<file path="config.mk">
export PLATFORM = sky130hd
export DESIGN_NAME = dmem_arbiter
export DESIGN_NICKNAME = d
export VERILOG_FILES = /design/src/rtl/dmem_pkg.sv /design/src/rtl/dmem_arbiter_rr_pick.sv /design/src/rtl/dmem_arbiter.sv
export SDC_FILE = /design/constraint.sdc
export NUM_CORES = 1
export LEC_CHECK = 0
export ABC_AREA = 1
export CELL_PAD_IN_SITES_DETAIL_PLACEMENT = 1
export CELL_PAD_IN_SITES_GLOBAL_PLACEMENT = 2
export CORE_MARGIN = 1
export CORE_UTILIZATION = 19
export DETAILED_ROUTE_END_ITERATION = 16
export GPL_TIMING_DRIVEN = 0
export PLACE_DENSITY_LB_ADDON = 0.1
export SETUP_SLACK_MARGIN = 0.1
export SLEW_MARGIN = 30
export SYNTH_ARGS = -nofsm -noshare
export SYNTH_HDL_FRONTEND = slang
export SYNTH_SLANG_ARGS = --single-unit
export TNS_END_PERCENT = 5
</file>
<file path="constraint.sdc">
create_clock -name clk -period 1.5 [get_ports clk]
set_clock_uncertainty 0.15 [all_clocks]
set_input_delay 0.3 -clock clk [delete_from_list [all_inputs] [get_ports clk]]
set_output_delay 0.3 -clock clk [all_outputs]
set_load 0.01 [all_outputs]
</file>
<file path="src/rtl/dmem_pkg.sv">
// Shared types for the data-memory arbiter.
// Contents: arbiter FSM state encoding, the latched request payload and the
// payload widths it is sized by.
package dmem_pkg;

    localparam int unsigned MEM_ADDR_W = 32;
    localparam int unsigned MEM_DATA_W = 32;
    localparam int unsigned STRB_W     = MEM_DATA_W / 8;

    typedef enum logic [1:0] {
        IDLE,
        ISSUE,
        WAIT_RSP
    } arb_state_t;

    // Request fields captured at acceptance and replayed downstream
    typedef struct packed {
        logic                  we;
        logic [MEM_ADDR_W-1:0] addr;
        logic [MEM_DATA_W-1:0] wdata;
        logic [STRB_W-1:0]     wstrb;
        logic                  lock;
    } mem_req_t;

endpackage

</file>
<file path="src/rtl/dmem_arbiter_rr_pick.sv">
// Combinational round-robin priority picker.
// Ports: req  - request vector
//        ptr  - highest-priority index this round
//        gnt  - one-hot grant (first set bit from ptr upward, wrapping)
//        idx  - binary index of gnt
//        any  - at least one request set
module rr_pick #(
    parameter int unsigned N  = 2,
    parameter int unsigned IW = $clog2(N)
) (
    input  logic [N-1:0]  req,
    input  logic [IW-1:0] ptr,
    output logic [N-1:0]  gnt,
    output logic [IW-1:0] idx,
    output logic          any
);

    logic [IW:0]   s;
    logic [IW-1:0] k;

    // Walk from ptr with wrap; ptr < N so one subtraction folds the wrap
    always_comb begin
        gnt = '0;
        idx = '0;
        any = 1'b0;
        s   = '0;
        k   = '0;
        for (int i = 0; i < int'(N); i++) begin
            s = {1'b0, ptr} + (IW+1)'(i);
            if (s >= (IW+1)'(N)) begin
                s = s - (IW+1)'(N);
            end
            k = s[IW-1:0];
            if (!any && req[k]) begin
                any    = 1'b1;
                gnt[k] = 1'b1;
                idx    = k;
            end
        end
    end

endmodule

</file>
<file path="src/rtl/dmem_arbiter.sv">
// Data-memory port arbiter: round-robin share of one downstream memory port
// among NUM_REQ requesters, optional short-burst lock, one outstanding
// transaction, response routing and response timeout.
// Ports: clk/nreset (sync, active-low)
//        req_*   - per-requester packed request bus, req_ready acceptance pulse
//        rsp_*   - one-hot response pulse with shared error/read-data
//        m_*     - downstream request/response port
//        grant_idx - current or last granted requester
// ADDR_W/DATA_W may not exceed the dmem_pkg MEM_* payload widths.
module dmem_arbiter
    import dmem_pkg::*;
#(
    parameter int unsigned NUM_REQ  = 2,
    parameter int unsigned ADDR_W   = MEM_ADDR_W,
    parameter int unsigned DATA_W   = MEM_DATA_W,
    parameter int unsigned LOCK_MAX = 8,
    parameter int unsigned TIMEOUT  = 255
) (
    input  logic                          clk,
    input  logic                          nreset,
    input  logic [NUM_REQ-1:0]            req_valid,
    output logic [NUM_REQ-1:0]            req_ready,
    input  logic [NUM_REQ-1:0]            req_we,
    input  logic [NUM_REQ-1:0]            req_lock,
    input  logic [NUM_REQ*ADDR_W-1:0]     req_addr,
    input  logic [NUM_REQ*DATA_W-1:0]     req_wdata,
    input  logic [NUM_REQ*DATA_W/8-1:0]   req_wstrb,
    output logic [NUM_REQ-1:0]            rsp_valid,
    output logic                          rsp_err,
    output logic [DATA_W-1:0]             rsp_rdata,
    output logic                          m_valid,
    input  logic                          m_ready,
    output logic                          m_we,
    output logic [ADDR_W-1:0]             m_addr,
    output logic [DATA_W-1:0]             m_wdata,
    output logic [DATA_W/8-1:0]           m_wstrb,
    input  logic                          m_rvalid,
    input  logic [DATA_W-1:0]             m_rdata,
    output logic [$clog2(NUM_REQ)-1:0]    grant_idx
);

    localparam int unsigned SW  = DATA_W / 8;
    localparam int unsigned IW  = $clog2(NUM_REQ);
    localparam int unsigned LCW = $clog2(LOCK_MAX + 1);
    localparam int unsigned TW  = $clog2(TIMEOUT + 1);

    arb_state_t          state_q, state_d;
    logic [IW-1:0]       rr_ptr_q, rr_ptr_d;
    logic [IW-1:0]       grant_q, grant_d;
    logic [IW-1:0]       lock_own_q, lock_own_d;
    logic                lock_vld_q, lock_vld_d;
    logic [LCW-1:0]      lock_cnt_q, lock_cnt_d;
    logic [TW-1:0]       wait_cnt_q, wait_cnt_d;
    mem_req_t            lat_q, lat_d;
    logic [NUM_REQ-1:0]  req_ready_q, req_ready_d;
    logic [NUM_REQ-1:0]  rsp_valid_q, rsp_valid_d;
    logic                rsp_err_q, rsp_err_d;
    logic [DATA_W-1:0]   rsp_rdata_q, rsp_rdata_d;
    logic                m_valid_q, m_valid_d;
    logic                done;

    logic [ADDR_W-1:0]   addr_arr  [NUM_REQ];
    logic [DATA_W-1:0]   wdata_arr [NUM_REQ];
    logic [SW-1:0]       wstrb_arr [NUM_REQ];

    logic [NUM_REQ-1:0]  pick_gnt;
    logic [IW-1:0]       pick_idx;
    logic                pick_any;
    logic                lock_hit;
    logic [IW-1:0]       sel_idx;

    // Split the packed request buses per requester
    for (genvar i = 0; i < NUM_REQ; i++) begin : g_unpack
        assign addr_arr[i]  = req_addr[i*ADDR_W +: ADDR_W];
        assign wdata_arr[i] = req_wdata[i*DATA_W +: DATA_W];
        assign wstrb_arr[i] = req_wstrb[i*SW +: SW];
    end

    rr_pick #(
        .N  (NUM_REQ),
        .IW (IW)
    ) u_pick (
        .req (req_valid),
        .ptr (rr_ptr_q),
        .gnt (pick_gnt),
        .idx (pick_idx),
        .any (pick_any)
    );

    // A still-requesting lock owner bypasses round robin
    assign lock_hit = lock_vld_q && req_valid[lock_own_q];
    assign sel_idx  = lock_hit ? lock_own_q : pick_idx;

    // Next-state and registered-output logic
    always_comb begin
        state_d     = state_q;
        rr_ptr_d    = rr_ptr_q;
        grant_d     = grant_q;
        lock_own_d  = lock_own_q;
        lock_vld_d  = lock_vld_q;
        lock_cnt_d  = lock_cnt_q;
        wait_cnt_d  = wait_cnt_q;
        lat_d       = lat_q;
        req_ready_d = '0;
        rsp_valid_d = '0;
        rsp_err_d   = 1'b0;
        rsp_rdata_d = rsp_rdata_q;
        m_valid_d   = 1'b0;
        done        = 1'b0;

        case (state_q)
            IDLE: begin
                if (lock_vld_q && !req_valid[lock_own_q]) begin
                    lock_vld_d = 1'b0;
                    lock_cnt_d = '0;
                end
                if (lock_hit || pick_any) begin
                    grant_d     = sel_idx;
                    lat_d.we    = req_we[sel_idx];
                    lat_d.addr  = MEM_ADDR_W'(addr_arr[sel_idx]);
                    lat_d.wdata = MEM_DATA_W'(wdata_arr[sel_idx]);
                    lat_d.wstrb = STRB_W'(wstrb_arr[sel_idx]);
                    lat_d.lock  = req_lock[sel_idx];
                    req_ready_d = lock_hit ? (NUM_REQ'(1) << lock_own_q) : pick_gnt;
                    state_d     = ISSUE;
                end
            end
            ISSUE: begin
                // First ISSUE cycle raises m_valid; hold it until accepted
                if (m_valid_q && m_ready) begin
                    wait_cnt_d = '0;
                    state_d    = WAIT_RSP;
                end else begin
                    m_valid_d = 1'b1;
                end
            end
            WAIT_RSP: begin
                if (m_rvalid) begin
                    done        = 1'b1;
                    rsp_rdata_d = lat_q.we ? '0 : m_rdata;
                end else if (wait_cnt_q == TW'(TIMEOUT - 1)) begin
                    done        = 1'b1;
                    rsp_err_d   = 1'b1;
                    rsp_rdata_d = '0;
                end else begin
                    wait_cnt_d = wait_cnt_q + 1'b1;
                end
            end
            default: state_d = IDLE;
        endcase

        // Completion: respond, then either extend the lock or advance rr_ptr
        if (done) begin
            state_d     = IDLE;
            rsp_valid_d = NUM_REQ'(1) << grant_q;
            if (lat_q.lock && (lock_cnt_q < LCW'(LOCK_MAX - 1))) begin
                lock_vld_d = 1'b1;
                lock_own_d = grant_q;
                lock_cnt_d = lock_cnt_q + 1'b1;
            end else begin
                lock_vld_d = 1'b0;
                lock_cnt_d = '0;
                rr_ptr_d   = (grant_q == IW'(NUM_REQ - 1)) ? '0 : grant_q + 1'b1;
            end
        end
    end

    // State and output registers
    always_ff @(posedge clk) begin
        if (!nreset) begin
            state_q     <= IDLE;
            rr_ptr_q    <= '0;
            grant_q     <= '0;
            lock_own_q  <= '0;
            lock_vld_q  <= 1'b0;
            lock_cnt_q  <= '0;
            wait_cnt_q  <= '0;
            lat_q       <= '0;
            req_ready_q <= '0;
            rsp_valid_q <= '0;
            rsp_err_q   <= 1'b0;
            rsp_rdata_q <= '0;
            m_valid_q   <= 1'b0;
        end else begin
            state_q     <= state_d;
            rr_ptr_q    <= rr_ptr_d;
            grant_q     <= grant_d;
            lock_own_q  <= lock_own_d;
            lock_vld_q  <= lock_vld_d;
            lock_cnt_q  <= lock_cnt_d;
            wait_cnt_q  <= wait_cnt_d;
            lat_q       <= lat_d;
            req_ready_q <= req_ready_d;
            rsp_valid_q <= rsp_valid_d;
            rsp_err_q   <= rsp_err_d;
            rsp_rdata_q <= rsp_rdata_d;
            m_valid_q   <= m_valid_d;
        end
    end

    assign req_ready = req_ready_q;
    assign rsp_valid = rsp_valid_q;
    assign rsp_err   = rsp_err_q;
    assign rsp_rdata = rsp_rdata_q;
    assign m_valid   = m_valid_q;
    assign m_we      = lat_q.we;
    assign m_addr    = ADDR_W'(lat_q.addr);
    assign m_wdata   = DATA_W'(lat_q.wdata);
    assign m_wstrb   = SW'(lat_q.wstrb);
    assign grant_idx = grant_q;

endmodule

</file>
### After elaboration in Yosys (flattened, before gate mapping)

Cells that the tools add are included.

* $add $sub $neg: 6
* magnitude comparators: 10
* equality and inequality tests: 7
* shift operators: 2
* multiplexer cells: 56
* bitwise logic cells: 5
* reductions and logical operators: 27

Operator list (number)
* $mux 32: 9
* $mux 1: 28
* $mux 4: 7
* $mux 8: 3
* $pmux 8 s2: 1
* $reduce_and 2->1: 7
* $mux 2: 5
* $add 8x1->8 const B: 1
* $eq 8x8->1 const B: 1
* $lt 1x2->1 const B: 4
* $ne 2x2->1 const B: 4
* $reduce_bool 2->1: 4
* $logic_and 1x1->1: 7
* $pmux 2 s3: 1
* $reduce_and 3->1: 2
* $add 4x1->4 const B: 1
* $ge 2x2->1 const B: 2
* $lt 4x3->1 const B: 1
* $reduce_and 4->1: 1
* $shl 1x1->2 const A: 2
* $not 1->1: 3
* $reduce_or 3->1: 1
* $add 1x1->2 const B: 1
* $demux 1 s1: 2
* 12 further kinds: 15

* bits in registers: 126
* input port bits: 178
* output and inout bits: 108
* word-level logic and storage cells: 130

### Depth between registers and ports, before layout

Gate-level depths: netlist of run 1.

* word-level depth: 13
* mapped depth: 11
* depth with buffers taken out: 11

### Hierarchy

A second synthesis of run 1 with hierarchy kept.

* cells, all modules: 936
* area, all modules: 6820.3 µm²

Modules (own cells, without submodules)
* dmem_arbiter: instances 1, cells each 929, area each 6790.3 µm²
* rr_pick: instances 1, cells each 7, area each 30.0 µm²

### Worst setup path after synthesis of run 1

No wires, ideal clock.

* kind: register to register
* from: register wait_cnt_q[0]
* to: register rsp_rdata_q[22], in the netlist rsp_rdata[22]
* setup time: 0.059 ns
* arrival: 1.377 ns
* required time: 1.291 ns
* setup slack: -0.086 ns
* stages on the path, launching flop included: 11
* period minus slack after synthesis: 1.586 ns
* cell sequence: dfxtp_1 > inv_1 > ha_1 > nand2_1 > nor2_1 > nand3_1 > nand2_2 > nor2_2 > buf_2 > nand2_1 > nand2_1

* word-level cells in the longest chain between the ends: 3

RTL lines
* start, declared: RTL line dmem_arbiter.sv:53 `logic [TW-1:0] wait_cnt_q, wait_cnt_d;`
* start signal, assigned: RTL line dmem_arbiter.sv:191 `wait_cnt_q <= wait_cnt_d;`
* $eq 8x8->1: RTL line dmem_arbiter.sv:141 `end else if (wait_cnt_q == TW'(TIMEOUT - 1)) begin`
* $reduce_bool 2->1 (no line)
* $reduce_and 2->1 (no line)
* end signal, assigned: RTL line dmem_arbiter.sv:196 `rsp_rdata_q <= rsp_rdata_d;`
* end, declared: RTL line dmem_arbiter.sv:58 `logic [DATA_W-1:0] rsp_rdata_q, rsp_rdata_d;`

No other way between the ends.
A chain may end at the register's enable or synchronous reset.

### Worst setup path in the final report of run 1

* from: register wait_cnt_q[0]
* to: register rsp_rdata_q[2], in the netlist rsp_rdata[2]

The elaborated chain is that of the path after synthesis.

==> key figures, run 1 <==
STA
  • Max Freq: between 600 and 700 MHz
  • RSZ-0062 raised after global routing: yes
  • Min cycle time layout: around 1.5 ns
  • Worst rel slew slack: 0.7033
  • Final setup TNS: -0.7334 ns
  • Tcrit/Tclk final: 1.023
  • Final Hold Vio Count: 0
  • Worst Max-Slew Pin Slew: around 0.45 ns
  • Slew Viols, Final: 0
  • Setup violations, final: 43
  • Hold_ws: ~0.19 ns
  • Setup ws final: -0.03422 ns

Floorplan
  • Row Count: 63
  • Die area: approximately 0.031 mm^2
  • Die Wd: between 150 and 200 um
  • Core region area: ~0.030 mm^2
  • Die height: between 150 and 200 um
  • # IOs: approximately 290
  • Initial Util: 0.1942

Routing
  • Pre-antenna DRT Iters: 4
  • Remaining DRCs: 0
  • WL/cell: 15.34 um
  • Detail Route Antenna Nets: 0
  • DR vias: 6,261
  • Routed Wire Length: around 24,000 um
  • Via density: 4.032
  • First-iteration detailed-routing DRC count: between 150 and 200

CTS
  • Clock transition at path regs: about 0.07 ns
  • CTS tree: done
  • Hold-fix buffers at CTS: 0
  • Htree depth: 4
  • Skew-Pair Late Insertion Delay: about 0.42 ns
  • Clk root buf: clkbuf_16
  • Num CTS Buffers: 17
  • Num Clock Sinks: about 130
  • CTS max path bufs: 2

Global routing
  • First-pass GRT wire length: between 30,000 and 40,000 um
  • Initial antenna violation count: 1
  • Largest net degree at the start of global routing: 17
  • Grt total ovfl: 0
  • Vias in the first global route: 6,469
  • Total GRT Usage: 0.1509

Status
  • Failing checks: setup timing
  • Outcome: finished, violations left

Final layout
  • Finished Core Util: 0.3571
  • Layout Area Growth over Synthesis: 83.85%
  • Commonest non-fill, non-tap cell in the layout: nand2_1
  • Final instance area: ~0.011 mm^2
  • Non-filler cells, final: 1,553
  • Most frequent cells in the layout: 242 x nand2_1, 174 x clkdlybuf4s50_1, 117 x buf_4
  • Layout cells sized above 1: 0.3511
  • Layout Nets: approximately 1,300

Power and ir drop
  • Combinational power share: 0.252
  • Internal power: 7.646 mW
  • Flop pwr share: 0.354
  • Leak pwr: 4.943 nW
  • Pwr/cell area: ~1000 mW/mm^2
  • Worst vdd ir: just under 600 uV
  • Tot Pwr: 10.74 mW
  • P_sw: between 3 and 4 mW
  • Net Sw Frac: 0.2883
  • Clock share of power: 0.394

Synth
  • Post-synthesis sequential area ratio: 0.4359
  • Avg Cell Area, Syn: between 6 and 7 um^2
  • Yosys warnings: 0
  • Mapped cell area: 0.005787 mm^2
  • FF+latch count, synth: 126
  • Xor/xnor cell area share of the yosys netlist: 0.001514
  • Multiplexer share of the synthesized area: 0
  • Main combinational cell family by area after synthesis: simple AND/OR/NAND/NOR gates
  • Synth Area in Adders: 0.006486
  • Cells after synthesis: ~830
  • Count of cell types in the netlist: 25
  • Syn Nets: around 1,000
  • Post-Synth Simple-Gate Area: 0.2381
  • Complex-gate fraction of the synthesized area: 0.1405

Critical path
  • Setup crit start kind: flip-flop
  • Worst path depth: 10
  • Cell Chain, Critical Path: inv_2 > ha_4 > nand2_2 > nor2_2 > nand3_2 > nand2_4 > nor2_4 > buf_6 > nand2_1 > nand2_1
  • Path depth of the worst reg2reg path: 10
  • Crit path to: rsp_rdata[2]
  • Most Frequent Cell on Critical Path: nand2_1
  • Setup CP Type: flip-flop to flip-flop
  • Crit path buf inv count: 2
  • CP top delay family: simple AND/OR/NAND/NOR gates
  • Crit. Startpoint: wait_cnt_q[0]
  • WP data arrival: approximately 1.8 ns
  • RR Endpoint: rsp_rdata[2]
  • Critical path's slowest cell: dfxtp_2
  • Critical Path Max Stage Delay: between 0.3 and 0.4 ns
  • CP required: roughly 1.7 ns
  • R2r setup slk: -0.03 ns
  • CP Max Fanout: 10
  • Worst setup EP type: flip-flop
  • Worst flop-to-flop path startpoint: wait_cnt_q[0]

Place
  • GPL Wtd Cong: roughly 0.7
  • Setup WS pre-CTS: -1.113 ns
  • IO Port Bufs: roughly 290
  • Cell Area, Placed: ~0.009 mm^2
  • Placed Cells: between 1,500 and 2,000
  • Post-DP HPWL: 17,490 um

Min path
  • Hold Crit Class: primary input to flip-flop
  • Min-delay src: nreset

Flow run
  • Max-Cap Viols: 0
## registers in the layout, summed over array words and instances, names as in the netlist
register	flops
m_addr	32
m_wdata	32
rsp_rdata	32
wait_cnt_q	8
lock_cnt_q	4
m_wstrb	4
req_ready	2
rsp_valid	2
state_q	2
grant_idx	1
lat_q	1
lock_own_q	1
lock_vld_q	1
m_valid	1
m_we	1
rr_ptr_q	1
rsp_err	1
## power by group through the flow
stage | clock network [mW] | registers, mW | logic (mW)
after floorplan | 0 | 3.82 | 1.05
after global placement | 0 | 3.84 | 2.33
after detailed placement | 0 | 3.85 | 2.32
after CTS | 4.43 | 3.79 | 2.62
after global routing | 4.54 | 3.84 | 2.95
final | 4.23 | 3.80 | 2.71
## worst register-to-register path, cell delays in order (launching register included)
cell     delay (ns)
dfxtp_2        0.36
inv_2          0.06
ha_4           0.15
nand2_2        0.05
nor2_2         0.04
nand3_2        0.09
nand2_4        0.10
nor2_4         0.20
buf_6          0.17
nand2_1        0.06
nand2_1        0.06
## logic make-up (layout without fill, tap and decap cells)
group	count (synthesis)	after routing
other	0	1
buffers and inverters	195	529
AND/OR/NAND/NOR	342	342
XOR/XNOR	1	1
flip-flops	126	126
AO/OA/AOI/OAI	161	161
adder cells (fa/ha/maj)	3	3
## repair_timing
action / in CTS / in global routing
endpoints found under the setup margin: 233 / 206
pin swaps: 10 / 21
cloned: 3 / 3
resized for setup: 620 / 106
setup buffers: 9 / 2
## area by class of cell
cell class | instances | area (um^2)
clock inverters | 14 | 157.7
repair buffers | 302 | 2815
plain buffers | 109 | 1101
clock buffers | 18 | 429.2
inverters | 86 | 330.3
multi-input cells | 507 | 2749
diodes | 1 | 2.502
fillers | 3574 | 19160
flip-flops and latches | 126 | 2566
well taps | 390 | 488.0
## cell usage after synthesis, drive strengths merged
cell | instances | area, um^2
nand2 | 253 | 957.2
dfxtp | 126 | 2522
buf | 90 | 631.9
inv | 85 | 319.1
a21oi | 83 | 415.4
o21ai | 75 | 375.4
nand3 | 52 | 260.3
nor2 | 30 | 120.1
clkbuf | 19 | 72.56
ha | 3 | 37.54
nand4 | 3 | 18.77
nor3 | 3 | 15.01
o21bai | 2 | 15.01
and3 | 1 | 6.260
clkinv | 1 | 3.750
o21a | 1 | 7.510
xnor2 | 1 | 8.760
## worst min path at each step
stage                    end  slack (ns)  cells after the start
3_3_place_gp   rsp_rdata[18]        0.28                      2
6_report       wait_cnt_q[2]        0.19                      3
4_1_cts        rsp_rdata[27]        0.26                      3
5_1_grt        wait_cnt_q[2]        0.18                      3
3_5_place_dp    rsp_rdata[4]        0.28                      2
2_1_floorplan        rsp_err        0.23                      1
## per-layer routing
layer  wire length [um]  GRT usage
met1              10100     0.1745
met2              11220     0.2508
met3               2131    0.06352
met4                381    0.04634
met5                  0          0
Note: power is estimated with default switching activity, not from simulation.
==> run 2, diff against run 1 <==
--- a/config.mk
+++ b/config.mk
@@ -14,6 +14,7 @@
 export GPL_TIMING_DRIVEN = 0
 export PLACE_DENSITY_LB_ADDON = 0.1
 export SETUP_SLACK_MARGIN = 0.1
+export SKIP_CTS_REPAIR_TIMING = 1
 export SLEW_MARGIN = 30
 export SYNTH_ARGS = -nofsm -noshare
 export SYNTH_HDL_FRONTEND = slang
==> constraint.sdc (replaced) <==
create_clock -name clk -period 1.5 [get_ports clk]
set_clock_uncertainty 0.15 [all_clocks]
set_input_delay 0.3 -clock clk [delete_from_list [all_inputs] [get_ports clk]]
set_output_delay 0.3 -clock clk [all_outputs]
set_load 0.05 [all_outputs]
==> key figures, run 2 (same netlist as run 1, synthesis figures left out) <==
CTS
  • Skew-Pair Late Insertion Delay: around 0.41 ns
  • Num CTS Buffers: 17
  • Clk root buf: clkbuf_16
  • CTS max path bufs: 2
  • Num Clock Sinks: approximately 130
  • CTS tree: done
  • Htree depth: 4
  • Clock transition at path regs: ~0.06 ns

Critical path
  • Path depth of the worst reg2reg path: 9
  • Cell Chain, Critical Path: buf_4 > clkbuf_2
  • Setup crit start kind: flip-flop
  • CP required: roughly 1.1 ns
  • CP top delay family: buffers and inverters
  • Critical path's slowest cell: dfxtp_1
  • Setup CP Type: flip-flop to output port
  • Crit path buf inv count: 2
  • Critical Path Max Stage Delay: 0.34 ns
  • Worst setup EP type: output port
  • Crit. Startpoint: m_wdata[2]
  • RR Endpoint: lock_cnt_q[0]
  • Worst path depth: 2
  • R2r setup slk: -0.07 ns
  • Worst flop-to-flop path startpoint: wait_cnt_q[0]
  • CP Max Fanout: 2
  • Crit path to: m_wdata[2]
  • WP data arrival: roughly 1.1 ns

Floorplan
  • Initial Util: 0.1942
  • Die Wd: 176.5 um
  • Row Count: 63
  • # IOs: 286
  • Core region area: between 0.02 and 0.03 mm^2
  • Die height: roughly 180 um
  • Die area: slightly above 0.03 mm^2

Final layout
  • Most frequent cells in the layout: 243 x nand2_1, 174 x clkdlybuf4s50_1, 97 x dfxtp_1
  • Layout Nets: between 1,000 and 1,500
  • Non-filler cells, final: 1,549
  • Fillers: 3,556
  • Commonest non-fill, non-tap cell in the layout: nand2_1
  • Layout Area Growth over Synthesis: 81.88%
  • # diodes: 0
  • Layout cells sized above 1: 0.3236

Global routing
  • Grt total ovfl: 0
  • Busiest layer in global routing: met2
  • First-pass GRT wire length: about 35,000 um
  • Grt met2 use: 0.2418
  • Met1 Resource Use GR: 0.1811
  • Total GRT Usage: 0.1488
  • Grt met3 use: 0.05534
  • Vias in the first global route: around 6,300
  • Largest net degree at the start of global routing: 17
  • Initial antenna violation count: 0

Routing
  • Via density: between 4 and 5
  • DR vias: roughly 6,200
  • Routed Wire Length: 23,930 um
  • Detail Route Antenna Nets: 0
  • First-iteration detailed-routing DRC count: between 150 and 200
  • Pre-antenna DRT Iters: 4
  • Remaining DRCs: 0
  • WL/cell: 15.45 um

Power and ir drop
  • P_sw: between 3 and 4 mW
  • Tot Pwr: ~12 mW
  • Worst vdd ir: approximately 670 uV
  • Clock share of power: 0.374
  • Net Sw Frac: 0.3273
  • Internal power: roughly 7.8 mW
  • Leak pwr: 4.918 nW
  • Flop pwr share: 0.328
  • Combinational power share: 0.299
  • Pwr/cell area: approximately 1100 mW/mm^2

STA
  • Setup ws final: -0.08444 ns
  • Min cycle time layout: ~1.6 ns
  • Worst Max-Slew Pin Slew: 0.5926 ns
  • Tcrit/Tclk final: 1.056
  • Final Hold Vio Count: 0
  • Final setup TNS: -5.407 ns
  • RSZ-0062 raised after global routing: yes
  • Worst rel slew slack: 0.6049
  • Max Freq: around 630 MHz
  • Hold_ws: roughly 0.21 ns
  • Setup violations, final: ~150
  • Slew Viols, Final: 0

Min path
  • Hold Crit Class: primary input to flip-flop

Place
  • Post-DP HPWL: ~18,000 um
  • Placed Cells: about 1,500
  • GPL Wtd Cong: just over 0.7
  • IO Port Bufs: 285

Flow run
  • Max-Cap Viols: 0

Status
  • Failing checks: setup timing
  • Outcome: finished, violations left
==> run 2: cell count changes in the layout (fill, tap and decap cells not counted), moves of 5 or more <==
cell             previous run  this run
buf_6                      38        30
clkdlybuf4s15_2             7         0
buf_12                     12        23
buf_2                      31         5
buf_4                     117        64
a21oi_2                    45        13
buf_8                       8        15
a21oi_1                    30        63
clkbuf_2                    7        81
o21ai_1                    41        36
==> run 2: power by group through the flow <==
stage | clock network (mW) | registers [mW] | logic, mW
6_report | 4.35 | 3.81 | 3.47
4_1_cts | 4.55 | 3.78 | 3.10
5_1_grt | 4.69 | 3.85 | 3.73
3_3_place_gp | 0 | 3.84 | 3.09
3_5_place_dp | 0 | 3.85 | 3.08
2_1_floorplan | 0 | 3.87 | 1.77
==> run 2: cell type report <==
| cell class | instances | area [um^2] | share of cell area |
|---|---|---|---|
| Clock buffer | 20 | 478.0 | 0.04541 |
| Buffer | 109 | 987.2 | 0.09379 |
| Clock inverter | 12 | 132.6 | 0.01260 |
| Multi-Input combinational cell | 507 | 2676 | 0.2543 |
| Inverter | 86 | 335.3 | 0.03186 |
| Sequential cell | 126 | 2566 | 0.2438 |
| Tap cell | 390 | 488.0 | 0.04636 |
| Timing Repair Buffer | 299 | 2861 | 0.2719 |
==> run 2: worst min path at each step <==
| stage | slack, ns | startpoint | endpoint | cells after the start |
|---|---|---|---|---|
| 6_report | 0.21 | nreset | wait_cnt_q[1] | 4 |
| 5_1_grt | 0.23 | nreset | wait_cnt_q[1] | 4 |
| 4_1_cts | 0.27 | m_rdata[23] | rsp_rdata[23] | 3 |
| 3_5_place_dp | 0.28 | rsp_rdata[24] | rsp_rdata[24] | 2 |
| 3_3_place_gp | 0.28 | rsp_rdata[2] | rsp_rdata[2] | 2 |
| 2_1_floorplan | 0.23 | m_rvalid | rsp_err | 1 |
==> run 2: metal layers <==
| layer | vias to the layer above | part of all wire |
|---|---|---|
| li1 | 3186 | - |
| met1 | 2856 | 0.42 |
| met2 | 186 | 0.48 |
| met3 | 16 | 0.089 |
| met4 | 0 | 0.011 |
| met5 | - | 0 |
==> run 2: worst register-to-register path: cells and delay by family (launching register included) <==
family | cells | cell delay (ns)
compound gates | 1 | 0.06
simple gates | 5 | 0.51
fa+ha+maj | 1 | 0.12
buf+inv | 2 | 0.23
flops | 1 | 0.36
==> run 2: through the flow <==
| stage | util | setup slack [ns] | cell area [um^2] |
|---|---|---|---|
| after floorplan | - | 0.007935 | 5832 |
| after global placement | 0.3078 | -1.101 | 9173 |
| after detailed placement | 0.3078 | -1.130 | 9173 |
| after CTS | 0.3283 | -0.7578 | 9783 |
| after global routing | 0.3532 | -0.1703 | 10530 |
| final | 0.3532 | -0.08444 | 10530 |
